## config.mk

```make
export PLATFORM = sky130hd
export DESIGN_NAME = rounder_mask_pipe_flat
export DESIGN_NICKNAME = d
export VERILOG_FILES = /design/src/rtl/rounder_mask_pipe_if.sv /design/src/rtl/rounder_mask_pipe.sv /design/src/flat_wrapper.sv
export SDC_FILE = /design/constraint.sdc
export NUM_CORES = 1
export LEC_CHECK = 0
export ABC_AREA = 1
export ABC_CLOCK_PERIOD_IN_PS = 2050
export BUFFER_PORTS_ARGS = -buffer_cell sky130_fd_sc_hd__buf_4
export CAP_MARGIN = 40
export CORE_MARGIN = 5
export CORE_UTILIZATION = 35
export CTS_CLUSTER_SIZE = 12
export DETAILED_ROUTE_END_ITERATION = 10
export PLACE_DENSITY = 0.65
export RECOVER_POWER = 50
export SLEW_MARGIN = 20
export SYNTH_ARGS = -nofsm -noshare
export SYNTH_HDL_FRONTEND = slang
export SYNTH_SLANG_ARGS = --single-unit
```

## constraint.sdc

```tcl
create_clock -name clk -period 2.05 [get_ports clk]
set_input_delay 0.1025 -clock clk [delete_from_list [all_inputs] [get_ports clk]]
set_output_delay 0.1025 -clock clk [all_outputs]
set_load 0.05 [all_outputs]
```

## src/rtl/rounder_mask_pipe_if.sv

```systemverilog
// Handshake and data bundle for rounder_mask_pipe.
//
// Purpose: groups the upstream operand channel and the downstream result
// channel into one interface so the pipeline and its neighbours share a
// single port declaration.
//
// Signals:
//   in_valid / in_ready   operand handshake (upstream -> pipe)
//   sh                    unsigned right-shift amount, SHW bits
//   sig                   significand before rounding, W bits
//   out_valid / out_ready result handshake (pipe -> downstream)
//   v, w, kept            sticky-region mask, round-bit mask, sig & ~v
//   rnd, sticky, sat      round bit, sticky bit, shift saturated
//
// Modports:
//   master  the side that supplies operands and consumes results
//   slave   the pipeline itself
interface rounder_mask_pipe_if #(
    parameter int W   = 64,
    parameter int SHW = 13
);
    logic           in_valid;
    logic           in_ready;
    logic [SHW-1:0] sh;
    logic [W-1:0]   sig;
    logic           out_valid;
    logic           out_ready;
    logic [W-1:0]   v;
    logic [W-1:0]   w;
    logic [W-1:0]   kept;
    logic           rnd;
    logic           sticky;
    logic           sat;

    modport master (
        output in_valid, sh, sig, out_ready,
        input  in_ready, out_valid, v, w, kept, rnd, sticky, sat
    );

    modport slave (
        input  in_valid, sh, sig, out_ready,
        output in_ready, out_valid, v, w, kept, rnd, sticky, sat
    );
endinterface

```

## src/rtl/rounder_mask_pipe.sv

```systemverilog
// Pipelined rounder mask generator.
//
// Purpose: from a right-shift amount and a significand, builds the
// below-shift mask v and the round-position mask w, then reduces them
// against the significand into kept bits, round bit and sticky bit.
// Two valid/ready stages sit between the alignment shifter and the
// rounding-decision logic; one operand is accepted per cycle while the
// consumer keeps up, and at most two are held while it stalls.
//
// Ports:
//   clk     rising-edge clock
//   rst_n   asynchronous active-low reset
//   bus     rounder_mask_pipe_if.slave (operand in, result out)
//
// Stage 1 holds the masks and the raw significand; stage 2 holds the
// masks plus the reductions. The outputs are driven straight from the
// stage-2 registers, so they are stable while out_valid & !out_ready.
module rounder_mask_pipe #(
    parameter int W   = 64,
    parameter int SHW = 13
) (
    input  logic              clk,
    input  logic              rst_n,
    rounder_mask_pipe_if.slave bus
);

    // Compare width wide enough for both the full shift amount and W itself,
    // so no shift value is ever truncated before comparison.
    localparam int IW = $clog2(W) + 2;
    localparam int CW = (SHW > IW) ? SHW : IW;

    logic [CW-1:0] sh_ext;
    logic [W-1:0]  v_c;
    logic [W-1:0]  w_c;
    logic          sat_c;

    logic          s1_valid;
    logic [W-1:0]  s1_v;
    logic [W-1:0]  s1_w;
    logic [W-1:0]  s1_sig;
    logic          s1_sat;

    logic          s2_valid;
    logic [W-1:0]  s2_v;
    logic [W-1:0]  s2_w;
    logic [W-1:0]  s2_kept;
    logic          s2_rnd;
    logic          s2_sticky;
    logic          s2_sat;

    logic          s2_load;
    logic          in_xfer;
    logic [W-1:0]  kept_c;
    logic          rnd_c;
    logic          sticky_c;

    assign sh_ext = CW'(bus.sh);

    // Bit i is below the shift point when i < sh; the round bit sits at
    // sh-1. Out-of-range shifts fall out naturally: no index reaches sh-1
    // when sh > W, and every index is below sh when sh >= W.
    always_comb begin
        v_c = '0;
        w_c = '0;
        for (int i = 0; i < W; i++) begin
            v_c[i] = (CW'(i) < sh_ext);
            w_c[i] = ((CW'(i) + CW'(1)) == sh_ext);
        end
    end

    assign sat_c = (sh_ext >= CW'(W));

    // Reductions work on the stage-1 copy so the mask build and the
    // reduce each get their own cycle.
    assign kept_c   = s1_sig & ~s1_v;
    assign rnd_c    = |(s1_sig & s1_w);
    assign sticky_c = |(s1_sig & s1_v & ~s1_w);

    // Stage 2 takes stage 1 whenever it is empty or draining this cycle.
    // in_ready depends on out_ready through s2_load; that is the only
    // combinational path from output to input handshake.
    assign s2_load      = s1_valid & (~s2_valid | bus.out_ready);
    assign bus.in_ready = ~s1_valid | s2_load;
    assign in_xfer      = bus.in_valid & bus.in_ready;

    always_ff @(posedge clk or negedge rst_n) begin
        if (!rst_n) begin
            s1_valid <= 1'b0;
            s1_v     <= '0;
            s1_w     <= '0;
            s1_sig   <= '0;
            s1_sat   <= 1'b0;
        end else begin
            if (in_xfer) begin
                s1_valid <= 1'b1;
                s1_v     <= v_c;
                s1_w     <= w_c;
                s1_sig   <= bus.sig;
                s1_sat   <= sat_c;
            end else if (s2_load) begin
                s1_valid <= 1'b0;
            end
        end
    end

    always_ff @(posedge clk or negedge rst_n) begin
        if (!rst_n) begin
            s2_valid  <= 1'b0;
            s2_v      <= '0;
            s2_w      <= '0;
            s2_kept   <= '0;
            s2_rnd    <= 1'b0;
            s2_sticky <= 1'b0;
            s2_sat    <= 1'b0;
        end else begin
            if (s2_load) begin
                s2_valid  <= 1'b1;
                s2_v      <= s1_v;
                s2_w      <= s1_w;
                s2_kept   <= kept_c;
                s2_rnd    <= rnd_c;
                s2_sticky <= sticky_c;
                s2_sat    <= s1_sat;
            end else if (bus.out_ready && s2_valid) begin
                // Reaching here implies stage 1 is empty. Data registers
                // keep their last value; only the valid flag drops.
                s2_valid <= 1'b0;
            end
        end
    end

    assign bus.out_valid = s2_valid;
    assign bus.v         = s2_v;
    assign bus.w         = s2_w;
    assign bus.kept      = s2_kept;
    assign bus.rnd       = s2_rnd;
    assign bus.sticky    = s2_sticky;
    assign bus.sat       = s2_sat;

endmodule

```

## src/flat_wrapper.sv

```systemverilog
// flat-port wrapper written by rule: the top's interface ports become plain ports
module rounder_mask_pipe_flat 
#(
    parameter int W   = 64,
    parameter int SHW = 13
)
  (clk, rst_n, bus_in_valid, bus_sh, bus_sig, bus_out_ready, bus_in_ready, bus_out_valid, bus_v, bus_w, bus_kept, bus_rnd, bus_sticky, bus_sat);
  rounder_mask_pipe_if #(.W(W), .SHW(SHW)) bus_i ();
  input  logic clk;
  input  logic rst_n;
  input wire logic [$bits(bus_i.in_valid)-1:0] bus_in_valid;
  input wire logic [$bits(bus_i.sh)-1:0] bus_sh;
  input wire logic [$bits(bus_i.sig)-1:0] bus_sig;
  input wire logic [$bits(bus_i.out_ready)-1:0] bus_out_ready;
  output wire logic [$bits(bus_i.in_ready)-1:0] bus_in_ready;
  output wire logic [$bits(bus_i.out_valid)-1:0] bus_out_valid;
  output wire logic [$bits(bus_i.v)-1:0] bus_v;
  output wire logic [$bits(bus_i.w)-1:0] bus_w;
  output wire logic [$bits(bus_i.kept)-1:0] bus_kept;
  output wire logic [$bits(bus_i.rnd)-1:0] bus_rnd;
  output wire logic [$bits(bus_i.sticky)-1:0] bus_sticky;
  output wire logic [$bits(bus_i.sat)-1:0] bus_sat;
  assign bus_i.in_valid = bus_in_valid;
  assign bus_i.sh = bus_sh;
  assign bus_i.sig = bus_sig;
  assign bus_i.out_ready = bus_out_ready;
  assign bus_in_ready = bus_i.in_ready;
  assign bus_out_valid = bus_i.out_valid;
  assign bus_v = bus_i.v;
  assign bus_w = bus_i.w;
  assign bus_kept = bus_i.kept;
  assign bus_rnd = bus_i.rnd;
  assign bus_sticky = bus_i.sticky;
  assign bus_sat = bus_i.sat;
  rounder_mask_pipe #(.W(W), .SHW(SHW)) u_core (.clk(clk), .rst_n(rst_n), .bus(bus_i));
endmodule
```

# Word-level counts from Yosys, hierarchy flattened
# Index checks and enable logic that the tools add are counted.
# W data, S select, Z words.
[totals]
reg_bits = 390
input_bits = 81
out_inout_bits = 197
elab_cells = 162
[classes]
mux = 4
reduce_logical = 5
n_lt_le_gt_ge = 65
n_bitwise = 12
n_eq_ne = 64
[ops]
columns = ["cell", "count"]
rows = [
  ["$eq A6 B13 Y1 const A", 32],
  ["$lt A6 B13 Y1 const A", 32],
  ["$and A64 B64 Y64", 4],
  ["$eq A5 B13 Y1 const A", 16],
  ["$lt A5 B13 Y1 const A", 16],
  ["$not A64 Y64", 2],
  ["$reduce_or A64 Y1", 2],
  ["$eq A4 B13 Y1 const A", 8],
  ["$lt A4 B13 Y1 const A", 8],
  ["$eq A3 B13 Y1 const A", 4],
  ["$lt A3 B13 Y1 const A", 4],
  ["$eq A2 B13 Y1 const A", 2],
  ["$lt A1 B13 Y1 const A", 2],
  ["$lt A2 B13 Y1 const A", 2],
  ["$eq A1 B13 Y1 const A", 1],
  ["$eq A7 B13 Y1 const A", 1],
  ["$ge A13 B7 Y1 const B", 1],
  ["$mux W1", 4],
  ["$reduce_bool A2 Y1", 2],
  ["$and A1 B1 Y1", 2],
  ["$not A1 Y1", 2],
  ["$or A1 B1 Y1", 2],
  ["$logic_and A1 B1 Y1", 1],
]

# Depth between registers and ports, before layout
[logic_depth]
ltp_word = 6
ltp_mapped = 9

# Worst setup path after synthesis
# Ideal clock, no wire load.
[synth_timing]
path_kind = "register to register"
start = "register u_core.s2_valid (netlist: u_core.bus.out_valid)"
end = "register u_core.s1_v[9]"
setup_slack_ns = 0.043
synth_period_minus_slack_ns = 2.007
path_buffers = 3
stages_incl_launch_ff = 9
arrival_time_ns = 1.877
cell_sequence = "dfrtp_1 nand3_2 nand2_2 inv_2 buf_6 buf_4 buf_2 nand2_1 nand3_1"
[synth_between]
elab_chain_cells = 5
[synth_lines]
columns = ["item", "line", "text"]
rows = [
  ["start: declaration", "rounder_mask_pipe.sv:43", "logic s2_valid;"],
  ["start signal: assignment", "rounder_mask_pipe.sv:108", "s2_valid <= 1'b0;"],
  ["start signal: assignment", "rounder_mask_pipe.sv:117", "s2_valid <= 1'b1;"],
  ["start signal: assignment", "rounder_mask_pipe.sv:127", "s2_valid <= 1'b0;"],
  ["$not A1 Y1", "rounder_mask_pipe.sv:82", "assign s2_load = s1_valid & (~s2_valid | bus.out_ready);"],
  ["$or A1 B1 Y1", "rounder_mask_pipe.sv:82", ""],
  ["$and A1 B1 Y1", "rounder_mask_pipe.sv:82", ""],
  ["$or A1 B1 Y1", "rounder_mask_pipe.sv:83", "assign bus.in_ready = ~s1_valid | s2_load;"],
  ["via bus_in_ready", "flat_wrapper.sv:15", "output wire logic [$bits(bus_i.in_ready)-1:0] bus_in_ready;"],
  ["$and A1 B1 Y1", "rounder_mask_pipe.sv:84", "assign in_xfer = bus.in_valid & bus.in_ready;"],
  ["end signal: assignment", "rounder_mask_pipe.sv:96", "s1_v <= v_c;"],
  ["end: declaration", "rounder_mask_pipe.sv:38", "logic [W-1:0] s1_v;"],
]
# The timed path passes the listed nets, and every way through them passes these cells.
# A chain may end at the register's enable or synchronous reset.

# Worst setup path after layout
[layout_timing]
start = "input bus_sh[11]"
end = "register u_core.s1_w[38]"
[layout_between]
elab_chain_cells = 1
[layout_lines]
columns = ["item", "line", "text"]
rows = [
  ["start: declaration", "flat_wrapper.sv:12", "input wire logic [$bits(bus_i.sh)-1:0] bus_sh;"],
  ["$eq A6 B13 Y1", "rounder_mask_pipe.sv:67", "w_c[i] = ((CW'(i) + CW'(1)) == sh_ext);"],
  ["end signal: assignment", "rounder_mask_pipe.sv:97", "s1_w <= w_c;"],
  ["end: declaration", "rounder_mask_pipe.sv:39", "logic [W-1:0] s1_w;"],
]
# No other way between the ends.

==> run summary <==
* **failing checks** capacitance limit, slew limit
* **cell with the largest stage delay on the worst path** dlygate4sd3_1
* **fmax** 515 MHz
* **DRC violation count after routing** 0
* **worst-skew pair later-pin latency** 0.57 ns
* **Root Buffer** clkbuf_16
* **CP required** 2.55 ns
* **number of distinct standard cells referenced by the synthesized netlist** 33
* **share of total power consumed by net switching** 32.4%
* **number of sinks on the clock net** 390
* **WS Path Type** in2reg
* **H-tree levels** 2
* **critical path fanouts, max** 2
* **violation count after the first detailed-route iteration** 1265
* **Buffers on Ports** 277
* **Worst Setup End Kind** register
* **power per unit of standard cell area** 1010 nW/um^2
* **RSZ-0062 raised after global routing** no
* **Pins Over Slew Limit** 48
* **wire length of the first global-routing pass** 97000 microns
* **nets@finish** 2182
* **CP cell instances** dlygate4sd3_1 -> buf_4 -> nor2_1 -> dlygate4sd3_1 -> nand2_1 -> o32ai_2 -> dlygate4sd3_1
* **drt wl/cell** 24.2 microns
* **DRT Pass-1 Iters** 6
* **clock buffers created by TritonCTS** 43
* **final standard cell utilization of the core** 46.2%
* **Sequential Power Share** 42.7%
* **result of the run** finished, violations left
* **final setup vio count** 0
* **DRT Wirelength** 66000 microns
* **Yosys warning count** 0
* **summed instance area of the synthesized netlist** 15800 sq um
* **fin crit share** 94.7%
* **net switching power figure** 6.83 mW
* **overall routing resource usage** 26.1%
* **data arrival time at the worst-slack endpoint** 2.44 ns
* **GR Overflow Total** 0
* **Die Area** 49600 sq um
* **Post-Syn Area per Cell** 9.31 sq um
* **clock share of power** 37.5%
* **Worst path top cell family by delay** buffers and inverters
* **initial antenna violation count** 0
* **routed vias** 14000
* **TritonCTS clock tree** yes
* **area of the placeable core** 45100 sq um
* **count of antenna-violating nets left after detailed routing** 0
* **I/O Pins** 278
* **initial core utilization** 35.1%
* **instance area after placement** 19000 sq um
* **syn nets** 1781
* **buffer and inverter count on the worst path** 4
* **total power of the final layout** 21.1 mW
* **flip-flop and latch count after synthesis** 390
* **standard-cell row count** 78
* **Clock Skew** 0.0209 ns
* **worst-case clock buffer depth** 3
* **layout overhead on the synthesized area** 31.8%
* **static leakage power** 9.62 nW
* **worst hold path type** in2reg
* **min Tclk post-route** 1.94 ns
* **internal portion of total power** 14.2 mW
* **Die Wd** 223 microns
* **sequential area share after synthesis** 61.7%
* **maximum number of pins on one net before global-route repair** 103
* **Gate power share** 19.9%
* **cell type with the highest occurrence count on the critical path** dlygate4sd3_1
* **max-cap check violation count** 1
* **Peak supply drop** 0.630 mV
* **die height** 223 microns
* **instance count of the mapped netlist** 1700
* **via count of the first global-routing pass** 14300
* **kind of start point of the critical path** primary input
* **antenna diode count** 0
* **pin slew with the least headroom to its limit** 1.72 ns
* **sum of negative setup slack** 0 ns
* **via density per instance** 5.13
* **Layout Cell Area excl Fill** 20800 sq um
* **number of endpoints with negative hold slack in the final report** 0
* **share of final-layout standard cells stronger than drive strength 1** 16.5%
* **tightest slew margin relative to the limit** -14.8%
* **weighted congestion at the end of routability-driven global placement** 1.04
* **CP peak stage delay** 0.59 ns
* **post-CTS clock slew at the launch and capture registers of the worst setup and hold paths** 0.06 ns
* **detailed placer's ending HPWL** 50100 microns
* **number of filler instances in the final layout** 4411
final cells by class:
cell class	instances	area, sq um	share of cell area (%)
Sequential cell	390	9760	46.8
Timing Repair Buffer	433	3240	15.5
Clock inverter	9	129	0.618
Clock buffer	63	1290	6.21
Multi-Input combinational cell	1104	5190	24.9
Tap cell	600	751	3.60
Inverter	129	489	2.35
kinds of logic after synthesis:
logic type	count (synthesis)	share of synthesized area [%]
compound gates	312	12.3
simple gates	792	20.4
buf+inv	206	5.62
flops	390	61.7
cells in the mapped netlist (all sizes together):
cell type / number / area, sq um
a21o: 3 / 22.5
a21oi: 21 / 105
a22o: 65 / 569
a31oi: 3 / 18.8
buf: 54 / 318
clkbuf: 23 / 86.3
dfrtp: 390 / 9760
inv: 129 / 484
nand2: 364 / 1390
nand3: 93 / 475
nand3b: 2 / 15.0
nand4: 9 / 56.3
nor2: 316 / 1240
nor3: 7 / 35.0
nor4: 1 / 6.26
o211ai: 6 / 45.0
o21ai: 149 / 749
o22a: 4 / 35.0
o22ai: 57 / 357
o31ai: 1 / 21.3
o32ai: 3 / 26.3
cell usage in the layout (no fill, tap or decap), types with 6 or more instances in the layout:
cell           instances
buf_4                242
inv_1                121
a22o_1                65
inv_2                  7
nand2_1              358
nand3_1               91
nand4_1                9
clkbuf_16             45
a21oi_1               21
o211ai_1               6
clkbuf_1             102
o21ai_0              135
buf_12                11
dfrtp_1              390
o22ai_1               57
o21ai_1               13
clkbuf_8              10
nor2_4                 6
nor3_1                 7
nor2_1               306
dlygate4sd3_1         80
per-layer routing:
metal / vias to the layer above / part of all wire [%] / track usage [%]
met5: - / 0 / 0
met4: 0 / 4.2 / 10.1
met3: 123 / 6.6 / 4.77
met2: 549 / 47 / 42.9
met1: 6943 / 42 / 34.6
li1: 6381 / - / -
per-stage QoR:
step | setup slack, ns | hold slack, ns | std cells
final | 0.109 | 0.0433 | 2728
after global routing | 0.0341 | 0.0578 | 2728
after CTS | 0.0811 | 0.0159 | 2728
after detailed placement | 0.277 | 0.0876 | 2576
after global placement | 0.294 | 0.0833 | 2576
after floorplan | 0.0432 | -0.193 | 1700
power groups by stage:
stage | combinational (mW) | clock (mW) | sequential [mW]
3_3_place_gp | 4.21 | 0 | 9.11
5_1_grt | 4.46 | 8.36 | 9.06
2_1_floorplan | 1.32 | 0 | 10.1
4_1_cts | 4.37 | 8.03 | 8.99
3_5_place_dp | 4.24 | 0 | 9.12
6_report | 4.18 | 7.89 | 8.99
registers in the layout, summed over array words and instances, names as in the netlist:
name                  cells
u_core.bus.kept          64
u_core.bus.out_valid      1
u_core.bus.rnd            1
u_core.bus.sat            1
u_core.bus.sticky         1
u_core.bus.v             64
u_core.bus.w             64
u_core.s1_sat             1
u_core.s1_sig            64
u_core.s1_v              64
u_core.s1_valid           1
u_core.s1_w              64
repair_timing:
action                                 CTS  global route
setup buffers                            0             0
endpoints found under the hold margin  456             0
resized for setup                        0             1
hold buffers                            80             0
setup endpoints to repair                0             1
path summary, 6_finish.rpt:
kind,start,end,slack [ns],cells after the start
max,bus_sh[11],u_core.s1_w[38],0.11,7
min,bus_sh[7],u_core.s1_w[37],0.04,4
max reg2reg,u_core.s1_valid,u_core.s1_w[63],0.19,6
min reg2reg,u_core.bus.w[24],u_core.bus.w[24],0.48,2
max in group asynchronous,rst_n,u_core.bus.w[56],0.23,3
min in group asynchronous,rst_n,u_core.bus.v[5],0.57,2
worst register-to-register path: stages (launching register included):
cell and delay, ns:
dfrtp_1 0.41, nand3_2 0.12, nand2_2 0.13, nor3_1 0.29, nand3b_1 0.14, dlygate4sd3_1 0.59
o22ai_1 0.10
(Power assumes the default switching activity.)
